## config.mk

```make
export PLATFORM = sky130hd
export DESIGN_NAME = spi_frame_sequencer
export DESIGN_NICKNAME = d
export VERILOG_FILES = /design/src/rtl/spi_frame_sequencer.sv
export SDC_FILE = /design/constraint.sdc
export NUM_CORES = 1
export LEC_CHECK = 0
export ABC_CLOCK_PERIOD_IN_PS = 2300
export CORE_MARGIN = 10
export CORE_UTILIZATION = 29
export DETAILED_ROUTE_END_ITERATION = 10
export GPL_TIMING_DRIVEN = 0
export PLACE_DENSITY = 0.52
export SYNTH_ARGS = -nofsm -noshare
export SYNTH_HDL_FRONTEND = slang
export SYNTH_SLANG_ARGS = --single-unit
```

## constraint.sdc

```tcl
create_clock -name clk -period 2.3 [get_ports clk]
set_clock_uncertainty 0.1 [all_clocks]
set_input_delay 0.575 -clock clk [delete_from_list [all_inputs] [get_ports clk]]
set_output_delay 0.575 -clock clk [all_outputs]
set_load 0.01 [all_outputs]
```

## src/rtl/spi_frame_sequencer.sv

```systemverilog
// spi_frame_sequencer
//   Sits in front of an SPI master. Snapshots {runstop, clear, counter} when it
//   changes or when a resend is forced, then plays that snapshot out as one
//   3-byte frame framed by an active-low slave select. Enforces a setup time
//   before the first byte, an inter-frame gap, and aborts a frame when the
//   master never reports a byte as done.
//
//   Frame bytes: B0 = {6'b101000, runstop, clear}
//                B1 = {2'b00, cnt[13:8]}
//                B2 = cnt[7:0]   (cnt zero-extended to 14 bits)
//
// Ports
//   clk        system clock, rising edge
//   reset      asynchronous reset, active low
//   i_counter  live counter value (CNT_W bits)
//   i_runstop  run/stop level
//   i_clear    clear request level
//   i_force    1-cycle pulse: send a frame even if nothing changed
//   i_ready    master idle, a start may be issued
//   i_done     1-cycle pulse: master finished the current byte
//   o_tx_data  byte for the master, held from its start pulse until done
//   o_start    1-cycle start pulse for one byte
//   o_ss_n     frame select, active low
//   o_busy     high whenever the sequencer is not idle
//   o_err      sticky done-timeout flag, cleared by reset or a completed frame
//   dbg_state  current FSM state encoding
//
// Handshake: a byte is launched by o_start only after i_ready was seen high
// in LOAD; o_tx_data stays constant until the matching i_done pulse. i_done
// is only honoured while waiting for a byte.
module spi_frame_sequencer #(
   parameter int CNT_W       = 14,
   parameter int SETUP_CYC   = 2,
   parameter int GAP_CYC     = 4,
   parameter int TIMEOUT_CYC = 1024
) (
   input  logic             clk,
   input  logic             reset,
   input  logic [CNT_W-1:0] i_counter,
   input  logic             i_runstop,
   input  logic             i_clear,
   input  logic             i_force,
   input  logic             i_ready,
   input  logic             i_done,
   output logic [7:0]       o_tx_data,
   output logic             o_start,
   output logic             o_ss_n,
   output logic             o_busy,
   output logic             o_err,
   output logic [2:0]       dbg_state
);

   typedef enum logic [2:0] {
      S_IDLE  = 3'd0,
      S_SETUP = 3'd1,
      S_LOAD  = 3'd2,
      S_WAIT  = 3'd3,
      S_HOLD  = 3'd4,
      S_ABORT = 3'd5,
      S_GAP   = 3'd6
   } state_t;

   localparam int SW = CNT_W + 2;
   // One shared counter serves setup, timeout and gap timing.
   localparam int CW = $clog2(TIMEOUT_CYC + SETUP_CYC + GAP_CYC + 1);

   state_t        state_q, state_d;
   logic [SW-1:0] last_q, last_d;
   logic          pending_q, pending_d;
   logic [1:0]    idx_q, idx_d;
   logic [CW-1:0] cnt_q, cnt_d;
   logic [15:0]   snap_q, snap_d;   // {runstop, clear, cnt[13:0]}
   logic [7:0]    tx_d;
   logic          start_d, ss_n_d, err_d;

   logic [SW-1:0] cur;
   logic [13:0]   cur_cnt14;
   logic          trig_evt;
   logic [7:0]    cur_byte;

   assign cur       = {i_runstop, i_clear, i_counter};
   assign cur_cnt14 = 14'(i_counter);
   // last_q resets to all ones so the first look after reset always differs.
   assign trig_evt  = i_force | (cur != last_q);

   always_comb begin
      cur_byte = snap_q[7:0];
      case (idx_q)
         2'd0:    cur_byte = {6'b101000, snap_q[15:14]};
         2'd1:    cur_byte = {2'b00, snap_q[13:8]};
         default: cur_byte = snap_q[7:0];
      endcase
   end

   always_comb begin
      state_d   = state_q;
      last_d    = last_q;
      pending_d = pending_q | trig_evt;
      idx_d     = idx_q;
      cnt_d     = cnt_q;
      snap_d    = snap_q;
      tx_d      = o_tx_data;
      start_d   = 1'b0;
      ss_n_d    = o_ss_n;
      err_d     = o_err;
      case (state_q)
         S_IDLE: begin
            if (pending_q | trig_evt) begin
               // Freeze frame content and remember it as sent at this edge.
               state_d   = S_SETUP;
               ss_n_d    = 1'b0;
               snap_d    = {i_runstop, i_clear, cur_cnt14};
               last_d    = cur;
               pending_d = 1'b0;
               cnt_d     = '0;
               idx_d     = 2'd0;
            end
         end
         S_SETUP: begin
            if (cnt_q == CW'(SETUP_CYC - 1)) begin
               state_d = S_LOAD;
               cnt_d   = '0;
            end else begin
               cnt_d = cnt_q + CW'(1);
            end
         end
         S_LOAD: begin
            if (i_ready) begin
               tx_d    = cur_byte;
               start_d = 1'b1;
               state_d = S_WAIT;
               cnt_d   = '0;
            end
         end
         S_WAIT: begin
            // A done in the expiry cycle still counts as success.
            if (i_done) begin
               if (idx_q == 2'd2) begin
                  state_d = S_HOLD;
               end else begin
                  idx_d   = idx_q + 2'd1;
                  state_d = S_LOAD;
               end
            end else if (cnt_q == CW'(TIMEOUT_CYC - 1)) begin
               err_d   = 1'b1;
               state_d = S_ABORT;
            end else begin
               cnt_d = cnt_q + CW'(1);
            end
         end
         S_HOLD: begin
            ss_n_d  = 1'b1;
            err_d   = 1'b0;
            idx_d   = 2'd0;
            cnt_d   = '0;
            state_d = S_GAP;
         end
         S_ABORT: begin
            // Forgetting what was sent makes the same content go out again.
            ss_n_d  = 1'b1;
            idx_d   = 2'd0;
            last_d  = '1;
            cnt_d   = '0;
            state_d = S_GAP;
         end
         S_GAP: begin
            if (cnt_q == CW'(GAP_CYC - 1)) begin
               state_d = S_IDLE;
               cnt_d   = '0;
            end else begin
               cnt_d = cnt_q + CW'(1);
            end
         end
         default: state_d = S_IDLE;
      endcase
   end

   always_ff @(posedge clk or negedge reset) begin
      if (!reset) begin
         state_q   <= S_IDLE;
         last_q    <= '1;
         pending_q <= 1'b0;
         idx_q     <= 2'd0;
         cnt_q     <= '0;
         snap_q    <= '0;
         o_tx_data <= 8'h00;
         o_start   <= 1'b0;
         o_ss_n    <= 1'b1;
         o_err     <= 1'b0;
      end else begin
         state_q   <= state_d;
         last_q    <= last_d;
         pending_q <= pending_d;
         idx_q     <= idx_d;
         cnt_q     <= cnt_d;
         snap_q    <= snap_d;
         o_tx_data <= tx_d;
         o_start   <= start_d;
         o_ss_n    <= ss_n_d;
         o_err     <= err_d;
      end
   end

   assign o_busy    = (state_q != S_IDLE);
   assign dbg_state = state_q;

endmodule

```

Word level (Yosys, flattened, before mapping). Cells that the tools add are included. Widths: inputs -> output; s select.

Bits in registers: 60. Input port bits: 21. Output and inout port bits: 15.

Add/sub/neg operators: 2. Eq/ne operators: 22. Multiplexer cells: 30. Bitwise gates (word level): 2. Reductions and logical operators: 17.

Operator list (number): $mux 11 (6); $pmux 11 s6 (1); $pmux 16 s2 (1); $mux 3 (7); $ne 2x2->1 const B (9); $pmux 3 s6 (1); $mux 16 (1); $ne 16x16->1 (1); $pmux 8 s2 (1); $add 11x1->11 const B (1); $eq 11x1->1 const B (1); $eq 11x10->1 const B (1); $eq 11x2->1 const B (1); $reduce_and 5->1 (2); $eq 3x3->1 const B (3); $reduce_and 2->1 (4); $eq 3x2->1 const B (2); $mux 1 (6); $mux 2 (3); $pmux 2 s3 (1); $reduce_bool 2->1 (3); $reduce_bool 3->1 (2); $reduce_bool 6->1 (1); $pmux 1 s2 (2); 11 further kinds (12).

Logic depth before layout (Yosys ltp). Gate-level depths: netlist of the first run.

Depth after elaboration: 5. Gate-level depth with buffers: 7.

Worst setup path before layout of the first run. OpenSTA, ideal clock, no wires.

Path kind: input to register. From: in i_ready. To: reg cnt_q[1]. Arrival time: 1874 ps. Slack: 201 ps. Stages: 5. Buffers on the path: 0. Cell sequence: or4b_2 > o21ai_0 > a21oi_1 > o21ai_2 > mux2_2.

Longest elaborated chain between the ends: 2.

RTL lines: start: declaration (RTL line 43) `input logic i_ready,`; $ne 2x2->1 (no line); $reduce_and 5->1 (no line); end signal: assignment (RTL line 195) `cnt_q <= cnt_d;`; end: declaration (RTL line 71) `logic [CW-1:0] cnt_q, cnt_d;`.

Every way passes these cells. A chain may end at the register's enable or synchronous reset.

Worst setup path in the final report of the first run.
From: in i_counter[8]. To: reg last_q[3].

Longest elaborated chain between the ends: 5.

RTL lines: start: declaration (RTL line 39) `input logic [CNT_W-1:0] i_counter,`; $ne 16x16->1 (RTL line 84) `assign trig_evt = i_force | (cur != last_q);`; $or 1x1->1 (RTL line 84); $or 1x1->1 (RTL line 108) `if (pending_q | trig_evt) begin`; $ne 2x2->1 (no line); $reduce_and 2->1 (no line); end signal: assignment (RTL line 192) `last_q <= last_d;`; end: declaration (RTL line 68) `logic [SW-1:0] last_q, last_d;`.

Every way passes these cells.

==> results of run 1 <==
==> kinds of logic (layout without fill, tap and decap cells) <==
| family | Yosys count | after routing |
|---|---|---|
| and+or+nand+nor | 70 | 70 |
| DFF | 60 | 60 |
| xor gates and xnor gates | 16 | 16 |
| AOI/OAI and AO/OA | 112 | 112 |
| buffers and inverters | 57 | 123 |
| muxes | 2 | 2 |
| adders and majority gates | 5 | 5 |
==> Yosys cell counts, types with 2 or more instances <==
master,n
o31ai_1,2
ha_1,5
nor3_1,8
nor2_1,24
o21ai_0,30
a21oi_1,12
nor4_1,4
dfstp_2,17
o22a_1,2
o22ai_1,2
dfrtp_1,43
mux2_2,2
inv_1,43
clkbuf_1,12
nand2_1,13
o21ba_2,3
nand3_1,10
a31oi_1,5
o211ai_1,33
a22oi_1,5
xor2_1,16
o2bb2ai_1,2
==> layer usage <==
metal  vias up  global-route usage  wire length [um]
li1       1276                   -                 -
met1      1299               0.163              4260
met2        82               0.170              3710
met3         5              0.0333               524
met4         0              0.0408                89
met5         -                   0                 0
==> repair_timing <==
item	CTS	global route
setup endpoints to repair	51	50
pin swaps	9	12
cloned	0	1
hold buffers	0	0
gates resized for setup	30	36
setup buffers	9	5
==> registers in the layout, summed over array words and instances, names as in the netlist, 2 cells and up <==
register   cells
snap_q        16
last_q        16
dbg_state      3
idx_q          2
cnt_q         11
o_tx_data      8
==> power groups by stage <==
stage,logic (mW),registers (mW),clock network (mW)
finish,2.48,1.95,0.868
global route,2.76,2.01,0.946
global placement,2.16,1.96,0
detailed placement,2.17,1.98,0
CTS,2.41,1.95,0.893
floorplan,1.40,1.94,0
==> worst min path at each step <==
stage / startpoint / to / slack [ns] / cells past startpoint
2_1_floorplan: reset / cnt_q[0]$_DFFE_PN0P_ / 0.18 / 0
3_3_place_gp: o_ss_n$_DFFE_PN1P_ / o_ss_n$_DFFE_PN1P_ / 0.36 / 2
3_5_place_dp: o_ss_n$_DFFE_PN1P_ / o_ss_n$_DFFE_PN1P_ / 0.38 / 2
4_1_cts: reset / snap_q[13]$_DFFE_PN0P_ / 0.24 / 1
5_1_grt: reset / snap_q[13]$_DFFE_PN0P_ / 0.28 / 1
6_report: reset / snap_q[12]$_DFFE_PN0P_ / 0.21 / 1
==> layout make-up <==
type	count	share of cell area
timing repair buffer	50	0.116
clock inverter	6	0.00983
tap	136	0.0418
multi-input combinational	205	0.353
inverter	44	0.0406
buffer	13	0.0301
clock buffer	10	0.0338
sequential	60	0.375
==> per-stage QoR <==
stage          cells  instance area, um2  total power, mW  worst slack [ns]
2_1_floorplan    322                3090             3.34             0.201
3_3_place_gp     493                3610             4.13             -1.52
3_5_place_dp     493                3610             4.15            -0.862
4_1_cts          518                3960             5.26           0.00905
5_1_grt          524                4070             5.73          -0.00312
6_report         524                4070             5.30            0.0311
==> critical path, cell delays in order <==
cell and delay (ns):
clkdlybuf4s50_1 0.46, xor2_1 0.20, nor4_2 0.33, nand2_2 0.20
buf_6 0.18, o211ai_1 0.31, o211ai_1 0.16
==> cells in the final DEF (no fill, tap or decap), types with 3 or more instances in the layout <==
cell	Yosys	routed
o21ai_0	30	26
dlymetal6s2s_1	0	5
buf_6	1	5
dfrtp_1	43	40
nor2_1	24	23
clkinv_2	0	3
nor4_2	1	3
a31oi_1	5	5
nand3_1	10	9
clkbuf_1	12	3
a22oi_1	5	5
nor3_1	8	6
clkbuf_8	0	12
a21oi_2	0	3
inv_1	43	43
o211ai_1	33	33
o21ai_1	0	4
dfstp_2	17	17
a21oi_1	12	9
buf_4	0	15
xor2_1	16	16
nand2_1	13	12
o21ba_2	3	3
dfrtp_2	0	3
clkdlybuf4s50_1	0	28
ha_1	5	4
==> metrics.txt, run 1 <==
Synth Area in Compound Gates=0.247; # diodes=0; Synth top area share=0.348; total track usage=0.117; FF-to-FF Start=dbg_state[0]$_DFFE_PN0P_; CTS root buf=clkbuf_8; RSZ-0062 raised after global routing=yes; final hold slack=0.207 ns; die area=15200 um2; clock sink count=60; Setup crit end kind=register; Initial Util=0.298; largest family of logic cells by synthesized area=compound AO/OA/AOI/OAI gates; Worst EP arrival=2.40 ns; Adder-Cell Fraction of Synth Area=0.0202; die height=123 um; Synth Area in XOR/XNOR=0.0453; Final Hold Viols=0; post-DP HPWL=5.82 mm; FF+latch area=1530 um2; first-pass GRT wire length=14.0 mm; max-cap check violation count=0; fraction of power consumed by combinational cells=0.468; outcome=finished clean; syn nets=348; Switching Power=2.12 mW; Critical Path Sink=last_q[3]$_DFFE_PN1P_; Reg2Reg Depth=8; Post-Synth Simple-Gate Area=0.116; largest area contributor in the netlist=dfrtp_1; multi-input logic area=1440 um2; Clk network pwr share=0.164; Critical Path RT=2.44 ns; area grow syn2layout=31.7%; # setup viols final=0; filler instances=1069; post-synth cell types=51; fraction of registers with async set/reset=1.00; LEAKAGE=1.73 nW; nets@finish=409; Slew Limit Fails=0; crit-path max FO=6; DRT iter0 DRCs=183; number of synthesized flops with an enable pin=0; CORE AREA=10400 um2; Clock Latency Late Sink=0.35 ns; mux contribution to synthesized area=0.00728; Mapped Cells=322; clock tree buffer depth=2; pin count of the biggest net entering global routing=61; chip width=123 um; max_slew headroom=0.474; Final period util=0.986; dominant cells by area after synthesis=dfrtp_1 (35%), dfstp_2 (14%), o211ai_1 (8.0%); wire length per cell=16.4 um; Switching Share=0.401; Rows=37; Yosys reg bits=60; Synthesis Warnings=0; antenna-violating nets left=0; pwr/cell area=1300 nW/um2; initial antenna violation count=0; reg-to-reg slack, setup=0.13 ns; Internal=3.18 mW; worst-margin pin slew=0.789 ns; Fmax achieved=441 MHz; routability congestion estimate=0.843; crit path from=i_counter[8]; Mean Syn Cell Area=9.60 um2; TritonCTS Buffers=9; Seq pwr share=0.369; Port-buffer cells=35; VDD IR max=0.524 mV; # H-tree levels=3; Min-Delay Path Class=in -> async; DR vias=2662; Via density=5.08; Main synth FF type=dfrtp_1; mapped cell area=3090 um2; CTS tree=built; drt pass-1 iters=4; Seq/Total Area, Yosys=0.493; share of cells above drive strength 1=0.245; CP Launch Type=primary input; RR Endpoint=cnt_q[8]$_DFFE_PN0P_; crit path kind=in -> reg; remaining routing DRC violations=0; # IOs=36; vias in the first global route=2671; GRT overflow=0; final WL=8.58 mm; fin crit period=2.27 ns; clock-pin slew of the registers on the worst-case setup and hold paths=0.07 ns; Final Util=0.393; Setup TNS=0 ns
Note: power is estimated with default switching activity, not from simulation.
==> run 2, diff against run 1 <==
CORE_MARGIN = 2   (was 10)
==> metrics.txt, run 2 (synthesized netlist as in run 1, its figures left out) <==
Switching Power=2.13 mW; pwr/cell area=1300 nW/um2; Finished Cell Area=4110 um2; wire length per cell=15.2 um; Slew Limit Fails=0; DRT iter0 DRCs=140; Min-Delay Path Class=in -> async; Total Power=5.36 mW; first-pass GRT wire length=13.3 mm; drt pass-1 iters=4; Crit-path slowest cell=clkdlybuf4s50_1; Clk network pwr share=0.168; final WL=8.03 mm; CP Launch Type=primary input; clock tree buffer depth=2; most frequent cells in the layout=inv_1 (43), dfrtp_1 (41), o211ai_1 (33), clkdlybuf4s50_1 (28), o21ai_0 (26); worst-margin pin slew=0.787 ns; Non-Filler Instances=527; Seq pwr share=0.363; pin count of the biggest net entering global routing=61; Initial Util=0.299; CTS tree=built; Worst EP arrival=2.38 ns; fraction of power consumed by combinational cells=0.469; Switching Share=0.398; crit path kind=in -> reg; Fmax achieved=444 MHz; routability congestion estimate=0.749; die area=11500 um2; final hold slack=0.183 ns; most common cell after layout, fill and taps aside=inv_1; DP Worst Slack=-0.856 ns; max-cap check violation count=0; area grow syn2layout=32.9%; Final period util=0.980; Critical Path RT=2.42 ns; final worst slack=0.0457 ns; antenna-violating nets left=0; share of cells above drive strength 1=0.246; nets@finish=412; LEAKAGE=1.74 nW; # IOs=36; # H-tree levels=3; max_slew headroom=0.476; # diodes=0; Via density=4.98; clock sink count=60; remaining routing DRC violations=0; Setup TNS=0 ns; Clock Latency Late Sink=0.35 ns; total track usage=0.148; largest registers=last_q: 16 flops, snap_q: 16 flops, cnt_q: 11 flops; Setup crit end kind=register; outcome=finished clean; CTS root buf=clkbuf_8; chip width=107 um; Final Hold Viols=0; crit-path max FO=3; CP peak stage delay=0.49 ns; initial antenna violation count=0; TritonCTS Buffers=9; VDD IR max=0.365 mV; area post-placement=3610 um2; Rows=37; # setup viols final=0; RSZ-0062 raised after global routing=yes; dpl cells=493; GRT overflow=0; Final Util=0.398; post-DP HPWL=5.42 mm; vias in the first global route=2549; crit path cell chain=clkdlybuf4s50_1 -> xor2_1 -> nor4_4 -> buf_4 -> nand3_2 -> o21ai_4 -> mux2_2; CORE AREA=10300 um2; clock-pin slew of the registers on the worst-case setup and hold paths=0.08 ns; fin crit period=2.25 ns; die height=107 um; Internal=3.23 mW; DR vias=2624; Port-buffer cells=35
run 2: changes by cell type in the layout (fill, tap and decap cells not counted), sizes merged:
cell           before  now
clkinv              5    1
clkdlybuf4s15       0    1
buf                22   26
inv                44   47
clkinvlp            1    2
clkbuf             18   16
run 2: worst max-delay path: cells and delay by family:
family | cells | cell delay [ns]
AOI/OAI and AO/OA | 1 | 0.19
buffers and inverters | 2 | 0.65
xor gates and xnor gates | 1 | 0.22
and+or+nand+nor | 2 | 0.38
muxes | 1 | 0.35
run 2: worst paths after layout:
| check | startpoint | end | slack, ns | depth (start not counted) |
|---|---|---|---|---|
| max reg2reg | dbg_state[2]$_DFFE_PN0P_ | cnt_q[8]$_DFFE_PN0P_ | 0.10 | 7 |
| min reg2reg | o_ss_n$_DFFE_PN1P_ | o_ss_n$_DFFE_PN1P_ | 0.38 | 2 |
| min in group clk | o_ss_n$_DFFE_PN1P_ | o_ss_n$_DFFE_PN1P_ | 0.38 | 2 |
| min | reset | snap_q[13]$_DFFE_PN0P_ | 0.18 | 1 |
| max | i_counter[8] | cnt_q[1]$_DFFE_PN0P_ | 0.05 | 7 |
| max in group asynchronous | reset | dbg_state[1]$_DFFE_PN0P_ | 1.33 | 1 |
run 2: area by class of cell:
type                       instances  area, um2
fill                            1029       6220
sequential                        60       1530
multi-input combinational        205       1450
timing repair buffer              53        503
tap                              136        170
inverter                          44        165
clock buffer                      10        138
buffer                            13        113
clock inverter                     6       46.3
run 2: repair_timing:
action | in CTS | in global routing
buffers inserted | 11 | 7
pin swaps | 10 | 14
hold buffers | 0 | 0
gates cloned | 0 | 0
endpoints found under the setup margin | 48 | 46
resized for setup | 28 | 36
run 2: power groups by stage:
stage	Sequential, mW	Combinational, mW	Clock (mW)
floorplan	1.94	1.40	0
global placement	1.95	2.14	0
detailed placement	1.97	2.15	0
CTS	1.94	2.40	0.925
global route	2.01	2.77	0.979
finish	1.94	2.51	0.903
run 2: metal layers:
metal / track usage / part of all wire / up-vias
met1: 0.222 / 0.53 / 1272
met4: 0.0584 / 0.015 / 0
li1: - / - / 1287
met5: 0 / 0 / -
met3: 0.0254 / 0.032 / 8
met2: 0.211 / 0.43 / 57
